$ cat src/rtl/vga_scanout.sv
// Parametrised VGA scan-out: sync timing, windowed VRAM fetch (RGB222 or Hack-layout mono), 2-tick output pipeline.
// Define VGA_BORDER_EN to add border_color for active pixels outside the framebuffer window.
module vga_scanout #(
  parameter int H_ACTIVE    = 640,
  parameter int H_FRONT     = 16,
  parameter int H_SYNC      = 96,
  parameter int H_BACK      = 48,
  parameter int V_ACTIVE    = 480,
  parameter int V_FRONT     = 10,
  parameter int V_SYNC      = 2,
  parameter int V_BACK      = 33,
  parameter int SYNC_POL    = 0,
  parameter int WIN_X       = 64,
  parameter int WIN_Y       = 112,
  parameter int SCALE_SHIFT = 0,
  parameter int FB_W        = 512,
  parameter int FB_H        = 256,
  parameter int ADDR_W      = 14
) (
  input  logic              clk,
  input  logic              resetn,
  input  logic              clken,
  input  logic              mode,
  input  logic [5:0]        fg_color,
  input  logic [5:0]        bg_color,
  output logic [ADDR_W-1:0] vram_raddr,
  input  logic [15:0]       vram_rdata,
  output logic              h_sync,
  output logic              v_sync,
  output logic [3:0]        red,
  output logic [3:0]        green,
  output logic [3:0]        blue,
  output logic              frame_start
`ifdef VGA_BORDER_EN
  ,
  input  logic [5:0]        border_color
`endif
);

  localparam int H_TOTAL = H_ACTIVE + H_FRONT + H_SYNC + H_BACK;
  localparam int V_TOTAL = V_ACTIVE + V_FRONT + V_SYNC + V_BACK;
  localparam int HW = $clog2(H_TOTAL);
  localparam int VW = $clog2(V_TOTAL);
  localparam int S  = SCALE_SHIFT;

  localparam logic [HW-1:0] H_LAST      = HW'(H_TOTAL - 1);
  localparam logic [VW-1:0] V_LAST      = VW'(V_TOTAL - 1);
  localparam logic [HW-1:0] H_ACT_END   = HW'(H_ACTIVE);
  localparam logic [VW-1:0] V_ACT_END   = VW'(V_ACTIVE);
  localparam logic [HW-1:0] HS_BEG      = HW'(H_ACTIVE + H_FRONT);
  localparam logic [HW-1:0] HS_END      = HW'(H_ACTIVE + H_FRONT + H_SYNC);
  localparam logic [VW-1:0] VS_BEG      = VW'(V_ACTIVE + V_FRONT);
  localparam logic [VW-1:0] VS_END      = VW'(V_ACTIVE + V_FRONT + V_SYNC);
  localparam logic [HW-1:0] WX_BEG      = HW'(WIN_X);
  localparam logic [HW-1:0] WX_END      = HW'(WIN_X + (FB_W << S));
  localparam logic [VW-1:0] WY_BEG      = VW'(WIN_Y);
  localparam logic [VW-1:0] WY_END      = VW'(WIN_Y + (FB_H << S));
  localparam logic [HW-1:0] H_WORD_MONO = HW'((16 << S) - 1);
  localparam logic [HW-1:0] H_WORD_RGB  = HW'((2 << S) - 1);
  localparam logic [HW-1:0] H_REP       = HW'((1 << S) - 1);
  localparam logic [VW-1:0] V_REP       = VW'((1 << S) - 1);
  localparam logic [ADDR_W-1:0] WPL_MONO = ADDR_W'(FB_W / 16);
  localparam logic [ADDR_W-1:0] WPL_RGB  = ADDR_W'(FB_W / 2);
  localparam logic SYNC_ON = (SYNC_POL != 0);

  logic [HW-1:0]     h_cnt_q, h_cnt_d, h_rel, word_mask;
  logic [VW-1:0]     v_cnt_q, v_cnt_d, v_rel;
  logic              mode_q, mode_d;
  logic [ADDR_W-1:0] line_base_q, line_base_d, word_off_q, word_off_d, wpl, raddr_q;
  logic [15:0]       shreg_q, shreg_d;
  logic              s1_act_q, s1_act_d, s1_win_q, s1_win_d;
  logic              s1_hs_q, s1_hs_d, s1_vs_q, s1_vs_d, s1_fs_q, s1_fs_d;
  logic              hs_q, hs_d, vs_q, vs_d, fs_q, fs_d;
  logic [5:0]        rgb_q, rgb_d, pix_color, off_win_color;
  logic              h_last, v_last, win_h, win_v, in_win, active;
  logic              word_start, px_step, row_end;

  always_comb begin
    h_last     = (h_cnt_q == H_LAST);
    v_last     = (v_cnt_q == V_LAST);
    h_rel      = h_cnt_q - WX_BEG;
    v_rel      = v_cnt_q - WY_BEG;
    win_h      = (h_cnt_q >= WX_BEG) && (h_cnt_q < WX_END);
    win_v      = (v_cnt_q >= WY_BEG) && (v_cnt_q < WY_END);
    in_win     = win_h && win_v;
    active     = (h_cnt_q < H_ACT_END) && (v_cnt_q < V_ACT_END);
    word_mask  = mode_q ? H_WORD_MONO : H_WORD_RGB;
    wpl        = mode_q ? WPL_MONO : WPL_RGB;
    word_start = in_win && ((h_rel & word_mask) == '0);
    px_step    = in_win && ((h_rel & H_REP) == '0);
    // line_base advances after the last replicated copy of each source line
    row_end    = win_v && ((v_rel & V_REP) == V_REP);
    pix_color  = mode_q ? (shreg_q[0] ? fg_color : bg_color) : shreg_q[13:8];
`ifdef VGA_BORDER_EN
    off_win_color = border_color;
`else
    off_win_color = '0;
`endif
  end

  always_comb begin
    h_cnt_d     = h_cnt_q;
    v_cnt_d     = v_cnt_q;
    mode_d      = mode_q;
    line_base_d = line_base_q;
    word_off_d  = word_off_q;
    shreg_d     = shreg_q;
    s1_act_d    = s1_act_q;
    s1_win_d    = s1_win_q;
    s1_hs_d     = s1_hs_q;
    s1_vs_d     = s1_vs_q;
    s1_fs_d     = s1_fs_q;
    hs_d        = hs_q;
    vs_d        = vs_q;
    rgb_d       = rgb_q;
    fs_d        = clken && s1_fs_q;
    if (clken) begin
      h_cnt_d = h_last ? '0 : h_cnt_q + 1'b1;
      if (h_last) begin
        v_cnt_d    = v_last ? '0 : v_cnt_q + 1'b1;
        word_off_d = '0;
        if (v_last) begin
          line_base_d = '0;
          mode_d      = mode;
        end else if (row_end) begin
          line_base_d = line_base_q + wpl;
        end
      end
      // word_off saturates so the address never runs into the next source line
      if (word_start) begin
        shreg_d = vram_rdata;
        if (word_off_q != wpl - 1'b1) word_off_d = word_off_q + 1'b1;
      end else if (px_step) begin
        shreg_d = mode_q ? {1'b0, shreg_q[15:1]} : {shreg_q[7:0], 8'h00};
      end
      s1_act_d = active;
      s1_win_d = in_win;
      s1_hs_d  = (h_cnt_q >= HS_BEG) && (h_cnt_q < HS_END);
      s1_vs_d  = (v_cnt_q >= VS_BEG) && (v_cnt_q < VS_END);
      s1_fs_d  = (h_cnt_q == '0) && (v_cnt_q == '0);
      hs_d     = s1_hs_q ? SYNC_ON : ~SYNC_ON;
      vs_d     = s1_vs_q ? SYNC_ON : ~SYNC_ON;
      rgb_d    = !s1_act_q ? '0 : (s1_win_q ? pix_color : off_win_color);
    end
  end

  always_ff @(posedge clk) begin
    if (!resetn) begin
      h_cnt_q     <= '0;
      v_cnt_q     <= '0;
      mode_q      <= mode;
      line_base_q <= '0;
      word_off_q  <= '0;
      shreg_q     <= '0;
      raddr_q     <= '0;
      s1_act_q    <= 1'b0;
      s1_win_q    <= 1'b0;
      s1_hs_q     <= 1'b0;
      s1_vs_q     <= 1'b0;
      s1_fs_q     <= 1'b0;
      hs_q        <= ~SYNC_ON;
      vs_q        <= ~SYNC_ON;
      rgb_q       <= '0;
      fs_q        <= 1'b0;
    end else begin
      h_cnt_q     <= h_cnt_d;
      v_cnt_q     <= v_cnt_d;
      mode_q      <= mode_d;
      line_base_q <= line_base_d;
      word_off_q  <= word_off_d;
      shreg_q     <= shreg_d;
      raddr_q     <= line_base_d + word_off_d;
      s1_act_q    <= s1_act_d;
      s1_win_q    <= s1_win_d;
      s1_hs_q     <= s1_hs_d;
      s1_vs_q     <= s1_vs_d;
      s1_fs_q     <= s1_fs_d;
      hs_q        <= hs_d;
      vs_q        <= vs_d;
      rgb_q       <= rgb_d;
      fs_q        <= fs_d;
    end
  end

  assign vram_raddr  = raddr_q;
  assign h_sync      = hs_q;
  assign v_sync      = vs_q;
  assign red         = {rgb_q[5:4], rgb_q[5:4]};
  assign green       = {rgb_q[3:2], rgb_q[3:2]};
  assign blue        = {rgb_q[1:0], rgb_q[1:0]};
  assign frame_start = fs_q;

endmodule

$ cat config.mk
export PLATFORM = sky130hd
export DESIGN_NAME = vga_scanout
export DESIGN_NICKNAME = d
export VERILOG_FILES = /design/src/rtl/vga_scanout.sv
export SDC_FILE = /design/constraint.sdc
export NUM_CORES = 1
export LEC_CHECK = 0
export ABC_AREA = 1
export CAP_MARGIN = 20
export CORE_MARGIN = 2
export CORE_UTILIZATION = 50
export CTS_CLUSTER_SIZE = 28
export DETAILED_ROUTE_END_ITERATION = 8
export PLACE_DENSITY = 0.76
export SLEW_MARGIN = 20
export SYNTH_ARGS = -nofsm -noshare
export SYNTH_HDL_FRONTEND = slang
export SYNTH_SLANG_ARGS = --single-unit
export TNS_END_PERCENT = 5
$ cat constraint.sdc
create_clock -name clk -period 3 [get_ports clk]
set_input_delay 0.3 -clock clk [delete_from_list [all_inputs] [get_ports clk]]
set_output_delay 0.3 -clock clk [all_outputs]
set_load 0.005 [all_outputs]
# Word level (Yosys, flattened, before mapping)

Cells that the tools add are included.

$add $sub $neg: 7
Order comparisons: 10
Eq/ne operators: 6
Muxes and demuxes: 25
Bitwise operators: 1
Reductions and logical operators: 16

Operator list:

| operator              | count |
|---|---|
| $mux 14               | 8 |
| $mux 16               | 3 |
| $logic_not 10->1      | 3 |
| $lt 10x10->1 const B  | 3 |
| $lt 10x9->1 const B   | 3 |
| $mux 6                | 4 |
| $add 10x1->10 const B | 2 |
| $eq 10x10->1 const B  | 2 |
| $ge 10x7->1 const B   | 2 |
| $mux 10               | 2 |
| $add 14x1->14 const B | 1 |
| $add 14x14->14        | 1 |
| $add 14x9->14         | 1 |
| $ne 14x14->1          | 1 |
| $and 10x4->10         | 1 |
| $ge 10x10->1 const B  | 1 |
| $ge 10x9->1 const B   | 1 |
| $sub 10x7->10 const B | 1 |
| $sub 9x1->10 const B  | 1 |
| $logic_and 1x1->1     | 9 |
| $mux 9                | 1 |
| $mux 1                | 6 |
| $ne 2x1->1 const B    | 3 |
| $mux 4                | 1 |
| 3 further kinds       | 4 |

Register bits after elaboration: 93
Bits of input ports: 32
Word-level logic and storage cells: 81

# Logic depth before layout (Yosys ltp)

Gate-level depths: netlist of the first run.

Depth after elaboration: 7
Mapped depth: 24

# Worst setup path before layout of the first run

Ideal clock, no wire load.

Path type: flip-flop to flip-flop
From: register mode_q
To: register raddr_q[10] (netlist: vram_raddr[10])
Library setup time: 0.064 ns
Arrival time: 2.905 ns
Setup slack: 0.031 ns
Stages on the path, launching flop included: 22
Path through: edfxtp_1 > buf_2 > a21oi_2 > nand3_4 > inv_4 > nand2_4 > nor2_8 > nor2_4 > buf_4 > nand2_1 > nand2_1 > ha_1 > fa_1 > nand2_1 > inv_1 > o21ai_0 > nand2_1 > a21oi_1 > nor2_1 > o21ai_0 > nand2_1 > nor2_1

Longest elaborated chain between the ends: 7
Elaborated cells between the ends (all ways): 16
Those cells by class: add/sub: 3; eq/ne: 1; mux: 9; bitwise: 1; reduce/logical: 2

RTL lines:

| element                                                 | line    | source |
|---|---|---|
| start, declared                                         | 68      | `logic mode_q, mode_d;` |
| start signal, assigned                                  | 151     | `mode_q <= mode;` |
| start signal, assigned                                  | 168     | `mode_q <= mode_d;` |
| $mux 9 / $mux 4 (equally long branches)                 | 88, 87  |  |
| $sub 9x1->10 / $and 10x4->10 (equally long branches)    | 132, 89 |  |
| $ne 14x14->1 / $logic_not 10->1 (equally long branches) | 132, 89 |  |
| $mux 14 / $logic_and 1x1->1 (equally long branches)     | 132, 89 |  |
| $mux 14 (*)                                             | 130     | `if (word_start) begin` |
| $mux 14 (*)                                             | 117     | `if (clken) begin` |
| net word_off_d[0]                                       | 69      | `logic [ADDR_W-1:0] line_base_q, line_base_d, word_off_q, word_off_d, wpl, raddr_q;` |
| $add 14x14->14 (*)                                      | 172     | `raddr_q <= line_base_d + word_off_d;` |
| end signal, assigned                                    | 172     |  |
| end, declared                                           | 69      |  |

Mark *: on every way through the listed nets, which the timed path passes. The rest lies on a longest branch.
A chain may end at the register's enable or synchronous reset.

# Worst setup path after layout of the first run

From: register mode_q
To: register raddr_q[13] (netlist: vram_raddr[13])

Same word-level chain as after synthesis.

==> summary.txt, run 1 <==
Global routing
  • Global route overflow: 0
  • Global-route wire length before repair: 22.67 mm
  • Largest net degree at the start of global routing: 42
  • GRT Total Usage: 25.16%
  • Vias in the first global route: 5000
  • Initial antenna violation count: 0

Finish
  • Area Growth Syn to Fin: 30.58%
  • Layout cells sized above 1: 18.87%
  • # nets final: 903
  • Final Non-Filler Cells: 989
  • Ant diodes: 0
  • Fin area: 6721 sq um

Drt
  • Met2 wire length: 7.133 mm
  • Post-DRT Antenna Nets: 0
  • Drc violations: 0
  • Max Used Layer: met4
  • Via count: 5268
  • 1st-iter DRT viols: 310
  • TritonRoute pass-1 iters: 5
  • Wl on met1: 6.040 mm
  • Routed WL: 14.31 mm
  • Routed length per instance: 14.47 um
  • Vias per inst: 5.327
  • Met3 Wirelength: 738 um

Floorplanning
  • Initial Util: 50.77%
  • Ports: 61
  • Die H: 105.5 um
  • Core area: 10140 sq um
  • Die width: 105.5 um
  • Cell Rows: 37
  • Full die area: 11120 sq um

Clocking
  • Clock sink count: 93
  • Clk_lat worst skew: 0.37 ns
  • H-Tree Depth: 3
  • Hold-fix buffers, CTS: 0
  • CTS Buf Count: 9
  • TritonCTS clock tree: done
  • Clock transition at path regs: 0.09 ns
  • Clk buf depth: 2
  • Root Driver: clkbuf_8

Setup path
  • Slowest-stage cell, CP: edfxtp_1
  • CP Launch Type: flip-flop
  • Critical path data arrival time: 3.22 ns
  • WS Path Type: reg -> reg
  • Cell repeated most along the worst path: nand2_2
  • Peak per-stage delay on the critical path: 0.56 ns
  • Worst Path Max Fanout: 7
  • Crit path cell chain: inv_2 > o21ai_1 > nand4_1 > nand2_4 > nor2_8 > nor2_4 > buf_6 > nand2_2 > nand2_2 > ha_4 > a21o_1 > a31oi_2 > nor2_2 > a211oi_2 > nand3_1 > nand2_1 > nor2_1
  • Critical Path End Type: flip-flop
  • WP data required: 3.27 ns

Synthesis
  • Count leader, synth: nand2_1
  • Post-synth top area share: 35.78%
  • Yosys warns: 0
  • Yosys top cell by area: dfxtp_1
  • Avg Synthesized Cell Area: 6.937 sq um
  • Sequential-to-total area share from yosys stat: 36.36%
  • Top post-synthesis cells by area: dfxtp_1 36%, nand2_1 11%, a21oi_1 7.1%, nor2_1 6.1%, inv_1 5.5%
  • Synth Cell Area: 5147 sq um
  • #FFs+latches synth: 93
  • Number of synthesized flops with an enable pin: 1
  • Post-synth top cells: 149 x nand2_1, 92 x dfxtp_1, 83 x nor2_1
  • Top FF cell, synth: dfxtp_1
  • Post-synthesis cell count: 742
  • Syn nets: 797
  • Count of cell types in the netlist: 43
  • Ys async rst share: 0%

Placed design
  • Placed Area: 6186 sq um
  • GPL Wtd Cong: 0.8875
  • Pre-CTS setup slack: -0.2574 ns
  • I/O Buffers: 60
  • Inst Count DP: 964
  • Post-DP HPWL: 10.23 mm

STA
  • Worst Clk Skew: 0.01024 ns
  • Final worst path period share: 98.50%
  • Slew margin rel.: 60.84%
  • # setup viols final: 0
  • Max-slew violation count: 0
  • Crit path time final: 2.955 ns
  • Worst slew pin tran: 0.5860 ns
  • Final Hold Fails: 0
  • Fmax: 338.4 MHz
  • Unrepaired setup endpoints after global routing: true
  • Setup ws final: 0.04508 ns

Run status
  • Status: finished, final reports clean

Power and ir drop
  • Cell Pwr Density: 334.6 nW/um^2
  • Sw Pwr: 533.5 uW
  • Comb power frac: 6.9%
  • Leakage: 2.861 nW
  • Share of total power in the clock network: 37.3%
  • Sequential group share of total power: 55.8%
  • Net Sw Frac: 23.72%
  • IR drop worst, VDD: 221.2 uV
  • Int Pwr: 1.715 mW

Hold path
  • Worst hold path class: reg -> reg

Flow run
  • Maxcap violations: 0
==> repair_timing <==
action	CTS	global route
cloned	0	0
setup buffers	1	8
setup endpoints to repair	5	9
pin swaps	4	21
gates resized for setup	8	61
==> routing by layer <==
layer | vias up | track usage, %
met2 | 180 | 44.29
met3 | 37 | 4.329
met4 | 0 | 11.14
met5 | - | 0
met1 | 2391 | 29.87
li1 | 2660 | -
==> cells by family after synthesis <==
logic type | Yosys count | share of synthesized area [%]
compound gates | 160 | 17.33
xor+xnor | 12 | 2.042
fa+ha+maj | 23 | 5.736
buf+inv | 127 | 10.09
flops | 93 | 36.36
simple gates | 327 | 28.44
==> worst max-delay path: cells and delay by family (launching register included) <==
kind                     cells  cell delay (ns)
adder cells (fa/ha/maj)      1             0.21
AND/OR/NAND/NOR             10             0.99
buffers and inverters        2             0.28
AO/OA/AOI/OAI                4             0.82
flip-flops                   1             0.56
==> metrics by stage <==
| step | util (%) | total power, mW | setup TNS, ns | hold WS (ns) |
|---|---|---|---|---|
| final | 66.30 | 2.249 | 0 | 0.4405 |
| after global routing | 66.30 | 2.326 | -0.3841 | 0.4658 |
| after CTS | 63.30 | 2.259 | -0.01458 | 0.4431 |
| after detailed placement | 61.01 | 1.428 | -1.196 | 0.4287 |
| after global placement | 61.01 | 1.427 | -0.3486 | 0.4238 |
| after floorplan | - | 1.348 | 0 | 0.3989 |
==> cell usage in the layout (no fill, tap or decap), types with 3 or more instances in the layout <==
cell type	count
o31ai_1	7
nor2_1	79
nand4_1	12
nor3b_1	5
nor3_1	16
o21ai_1	8
o211ai_1	9
ha_2	3
a31oi_1	3
clkdlybuf4s50_1	60
inv_2	17
o22ai_1	8
nand2_4	3
nand2_2	9
nor2_4	5
nor2_2	4
dfxtp_2	5
a21oi_2	8
ha_4	7
ha_1	12
inv_1	76
buf_4	64
dfxtp_1	86
o21ai_2	3
a21oi_1	66
o21a_1	3
clkinv_1	3
nand2_1	139
clkbuf_8	11
nand3_2	4
xor2_1	10
nand3_1	38
o21ai_0	35
==> path summary, 6_finish.rpt <==
| check | from | to | slack (ns) | cells past startpoint |
|---|---|---|---|---|
| hold reg to reg | s1_hs_q | h_sync | 0.44 | 1 |
| setup reg to reg | mode_q | vram_raddr[13] | 0.05 | 17 |
| hold / removal | s1_hs_q | h_sync | 0.44 | 1 |
| setup / recovery | mode_q | vram_raddr[13] | 0.05 | 17 |
==> area by class of cell <==
cell class	count	area, sq um
Fill cell	838	3417
Multi-Input combinational cell	522	3013
Sequential cell	93	1882
Timing Repair Buffer	125	1092
Inverter	97	366.6
Clock buffer	14	183.9
Tap cell	136	170.2
Clock inverter	2	13.76
==> flip-flops by register name, summed over array words and instances, names as in the netlist <==
name,flops
rgb_q,6
mode_q,1
s1_win_q,1
word_off_q,14
s1_act_q,1
v_sync,1
s1_vs_q,1
s1_fs_q,1
frame_start,1
shreg_q,16
h_cnt_q,10
h_sync,1
v_cnt_q,10
line_base_q,14
vram_raddr,14
s1_hs_q,1
==> power by group through the flow <==
stage	logic, mW	registers [mW]	clock network [mW]
2_1_floorplan	0.0697	1.28	0
3_3_place_gp	0.145	1.28	0
3_5_place_dp	0.146	1.28	0
4_1_cts	0.149	1.25	0.856
5_1_grt	0.169	1.26	0.901
6_report	0.156	1.25	0.839
(Power assumes the default switching activity.)
==> inputs of run 2 (changes only) <==
--- a/config.mk
+++ b/config.mk
@@ -6,7 +6,7 @@
 export NUM_CORES = 1
 export LEC_CHECK = 0
 export ABC_AREA = 1
-export CAP_MARGIN = 20
+export CAP_MARGIN = 25
 export CORE_MARGIN = 2
 export CORE_UTILIZATION = 50
 export CTS_CLUSTER_SIZE = 28
==> results of run 2 <==
Same layout as run 1: the final DEF is identical, and so are final timing and power.
==> inputs of run 3 (changes only) <==
--- a/config.mk
+++ b/config.mk
@@ -11,6 +11,7 @@
 export CORE_UTILIZATION = 50
 export CTS_CLUSTER_SIZE = 28
 export DETAILED_ROUTE_END_ITERATION = 8
+export MAX_ROUTING_LAYER = met4
 export PLACE_DENSITY = 0.76
 export SLEW_MARGIN = 20
 export SYNTH_ARGS = -nofsm -noshare
==> constraint.sdc (replaced) <==
create_clock -name clk -period 3 [get_ports clk]
set_input_delay 0.9 -clock clk [delete_from_list [all_inputs] [get_ports clk]]
set_output_delay 0.9 -clock clk [all_outputs]
set_load 0.005 [all_outputs]
==> run 3 against run 2 <==
Against the previous run:
- combinational power shrank 5%
- register-to-register slack is essentially flat
- power shrank 3.7%
- global-route usage shrank 0.28 points
- clock skew grew 0.00060 ns
- first-iteration DRC count shrank 17%
- design area grew 0.35%
- hold slack lost 0.0055 ns
- critical path depth grew 1
- largest cell class unchanged
- highest routed layer unchanged
==> summary.txt, run 3 (synthesis results as in run 1) <==
Setup path
  • Critical path data arrival time: 3.28 ns (+0.06 ns)
  • WP data required: 3.33 ns (+0.06 ns)
  • Crit path cell chain: ha_2 > nand3_1 > clkinv_1 > nand4_1 > nor2_2 > buf_4 > nand4_1 > xor2_1 > nor2_1 > ha_1 > nand2_1 > nor2_2 > nand4_1 > nor2_2 > a211oi_2 > nand3_1 > nand2_1 > nor2_1
  • Critical Path End Type: flip-flop
  • Worst path top cell family by delay: simple AND/OR/NAND/NOR gates
  • Worst Path Max Fanout: 4 (-3)
  • Peak per-stage delay on the critical path: 0.39 ns (-0.17 ns)
  • CP Launch Type: flip-flop
  • Slowest-stage cell, CP: dfxtp_2
  • CP Buf/Inv Count: 2 (unchanged)
  • WS Path Type: reg -> reg

STA
  • Slew margin rel.: 67.30% (+6.5 points)
  • Crit path time final: 2.951 ns (-0.004126 ns)
  • Worst Clk Skew: 0.01084 ns (+0.0006030 ns)
  • Setup TNS: 0 ns (unchanged)
  • Final worst path period share: 98.36% (-0.14 points)
  • Fmax: 338.9 MHz (+0.14%)
  • Unrepaired setup endpoints after global routing: true
  • Setup ws final: 0.04921 ns (+0.004126 ns)
  • Final Hold Fails: 0 (unchanged)
  • Worst slew pin tran: 0.4900 ns (-0.09601 ns)
  • # setup viols final: 0 (unchanged)
  • Max-slew violation count: 0 (unchanged)

Drt
  • Drc violations: 0 (unchanged)
  • TritonRoute pass-1 iters: 7 (+2)
  • Vias per inst: 5.251 (-1.4%)
  • Routed length per instance: 13.50 um (-6.7%)
  • Via count: 5251 (-0.32%)
  • Routed WL: 13.50 mm (-5.6%)
  • Post-DRT Antenna Nets: 0 (unchanged)
  • 1st-iter DRT viols: 258 (-17%)

Finish
  • Final Util: 66.53% (+0.23 points)
  • # nets final: 914 (+1.2%)
  • Ant diodes: 0 (unchanged)
  • Layout cells sized above 1: 20.14% (+1.3 points)
  • Reg with most FFs: shreg_q
  • Area Growth Syn to Fin: 31.04%
  • Max reg flops: 16 (unchanged)
  • Fill count: 841 (+0.36%)
  • Commonest cells after routing, fill and taps aside: 137 x nand2_1, 86 x dfxtp_1, 76 x inv_1, 76 x nor2_1, 75 x buf_4
  • Most common cell after layout, fill and taps aside: nand2_1

Placed design
  • GPL Wtd Cong: 0.8995 (+1.4%)
  • Post-DP HPWL: 9.653 mm (-5.6%)
  • Pre-CTS setup slack: -0.6684 ns (-0.4110 ns)
  • I/O Buffers: 60 (unchanged)

Power and ir drop
  • Leakage: 2.892 nW (+1.1%)
  • Cell Pwr Density: 321.0 nW/um^2 (-4.1%)
  • IR drop worst, VDD: 175.9 uV (-20%)

Run status
  • Status: finished, final reports clean

Clocking
  • TritonCTS clock tree: done
  • Root Driver: clkbuf_8
  • CTS Buf Count: 9 (unchanged)
  • Clk_lat worst skew: 0.39 ns (+0.02 ns)
  • Clock transition at path regs: 0.09 ns (about the same)
  • Clk buf depth: 2 (unchanged)
  • Clock sink count: 93 (unchanged)
  • H-Tree Depth: 3 (unchanged)

Global routing
  • GRT Total Usage: 24.88% (-0.28 points)
  • Global route overflow: 0 (unchanged)
  • Global-route wire length before repair: 21.88 mm (-3.5%)
  • Vias in the first global route: 4910 (-1.8%)
  • Largest net degree at the start of global routing: 42 (unchanged)
  • Initial antenna violation count: 0 (unchanged)

Floorplanning
  • Die H: 105.5 um (unchanged)
  • Cell Rows: 37 (unchanged)
  • Die width: 105.5 um (unchanged)
  • Ports: 61 (unchanged)
  • Core area: 10140 sq um (unchanged)
  • Initial Util: 50.77% (unchanged)
  • Full die area: 11120 sq um (unchanged)

Flow run
  • Maxcap violations: 0 (unchanged)

Hold path
  • Worst hold path class: reg -> reg
## run 3: cell count changes in the layout (fill, tap and decap cells not counted), sizes merged
cell           change
clkinv             +3
clkinvlp           +1
buf               +11
clkdlybuf4s50      -1
clkbuf             -3
## run 3: path summary, 6_finish.rpt
path	from	end	slack (ns)	cells past startpoint
hold reg to reg	s1_vs_q	v_sync	0.44	1
setup / recovery	h_cnt_q[0]	vram_raddr[13]	0.05	18
hold / removal	s1_vs_q	v_sync	0.44	1
setup reg to reg	h_cnt_q[0]	vram_raddr[13]	0.05	18
## run 3: final cells by class
cell class	count	area (sq um)	share of cell area (%)
sequential	93	1879	27.86
inverter	97	367.9	5.454
clock buffer	10	127.6	1.892
multi-input combinational	522	2990	44.33
tap	136	170.2	2.523
clock inverter	6	40.04	0.5936
timing repair buffer	136	1170	17.34
## run 3: what timing repair did
action / CTS / global route
resized for setup: 10 / 54
hold endpoints to repair: 0 / 0
setup buffers: 2 / 8
setup endpoints to repair: 9 / 9
pin swaps: 8 / 17
cloned: 0 / 0
hold buffers: 0 / 0
## run 3: layer usage
metal	vias up	GRT usage, %	share of wire [%]
li1	2677	-	-
met1	2407	31.01	45
met2	138	39.91	48
met3	29	3.958	4.8
met4	0	10.95	2.5
met5	-	-	0
## run 3: where the power goes
part / total [mW] / switching, mW / internal (mW)
logic: 0.148 / 0.0807 / 0.0674
clock network: 0.764 / 0.464 / 0.300
registers: 1.25 / 0.00831 / 1.24
total: 2.16 / 0.553 / 1.61
## run 3: metrics by stage
step	cell area [sq um]	instances	power [mW]	hold slack (ns)
after floorplan	5157	742	1.348	0.4118
after global placement	6269	974	1.425	0.4235
after detailed placement	6269	974	1.427	0.4258
after CTS	6479	992	2.171	0.4383
after global routing	6745	1000	2.235	0.4624
final	6745	1000	2.165	0.4350
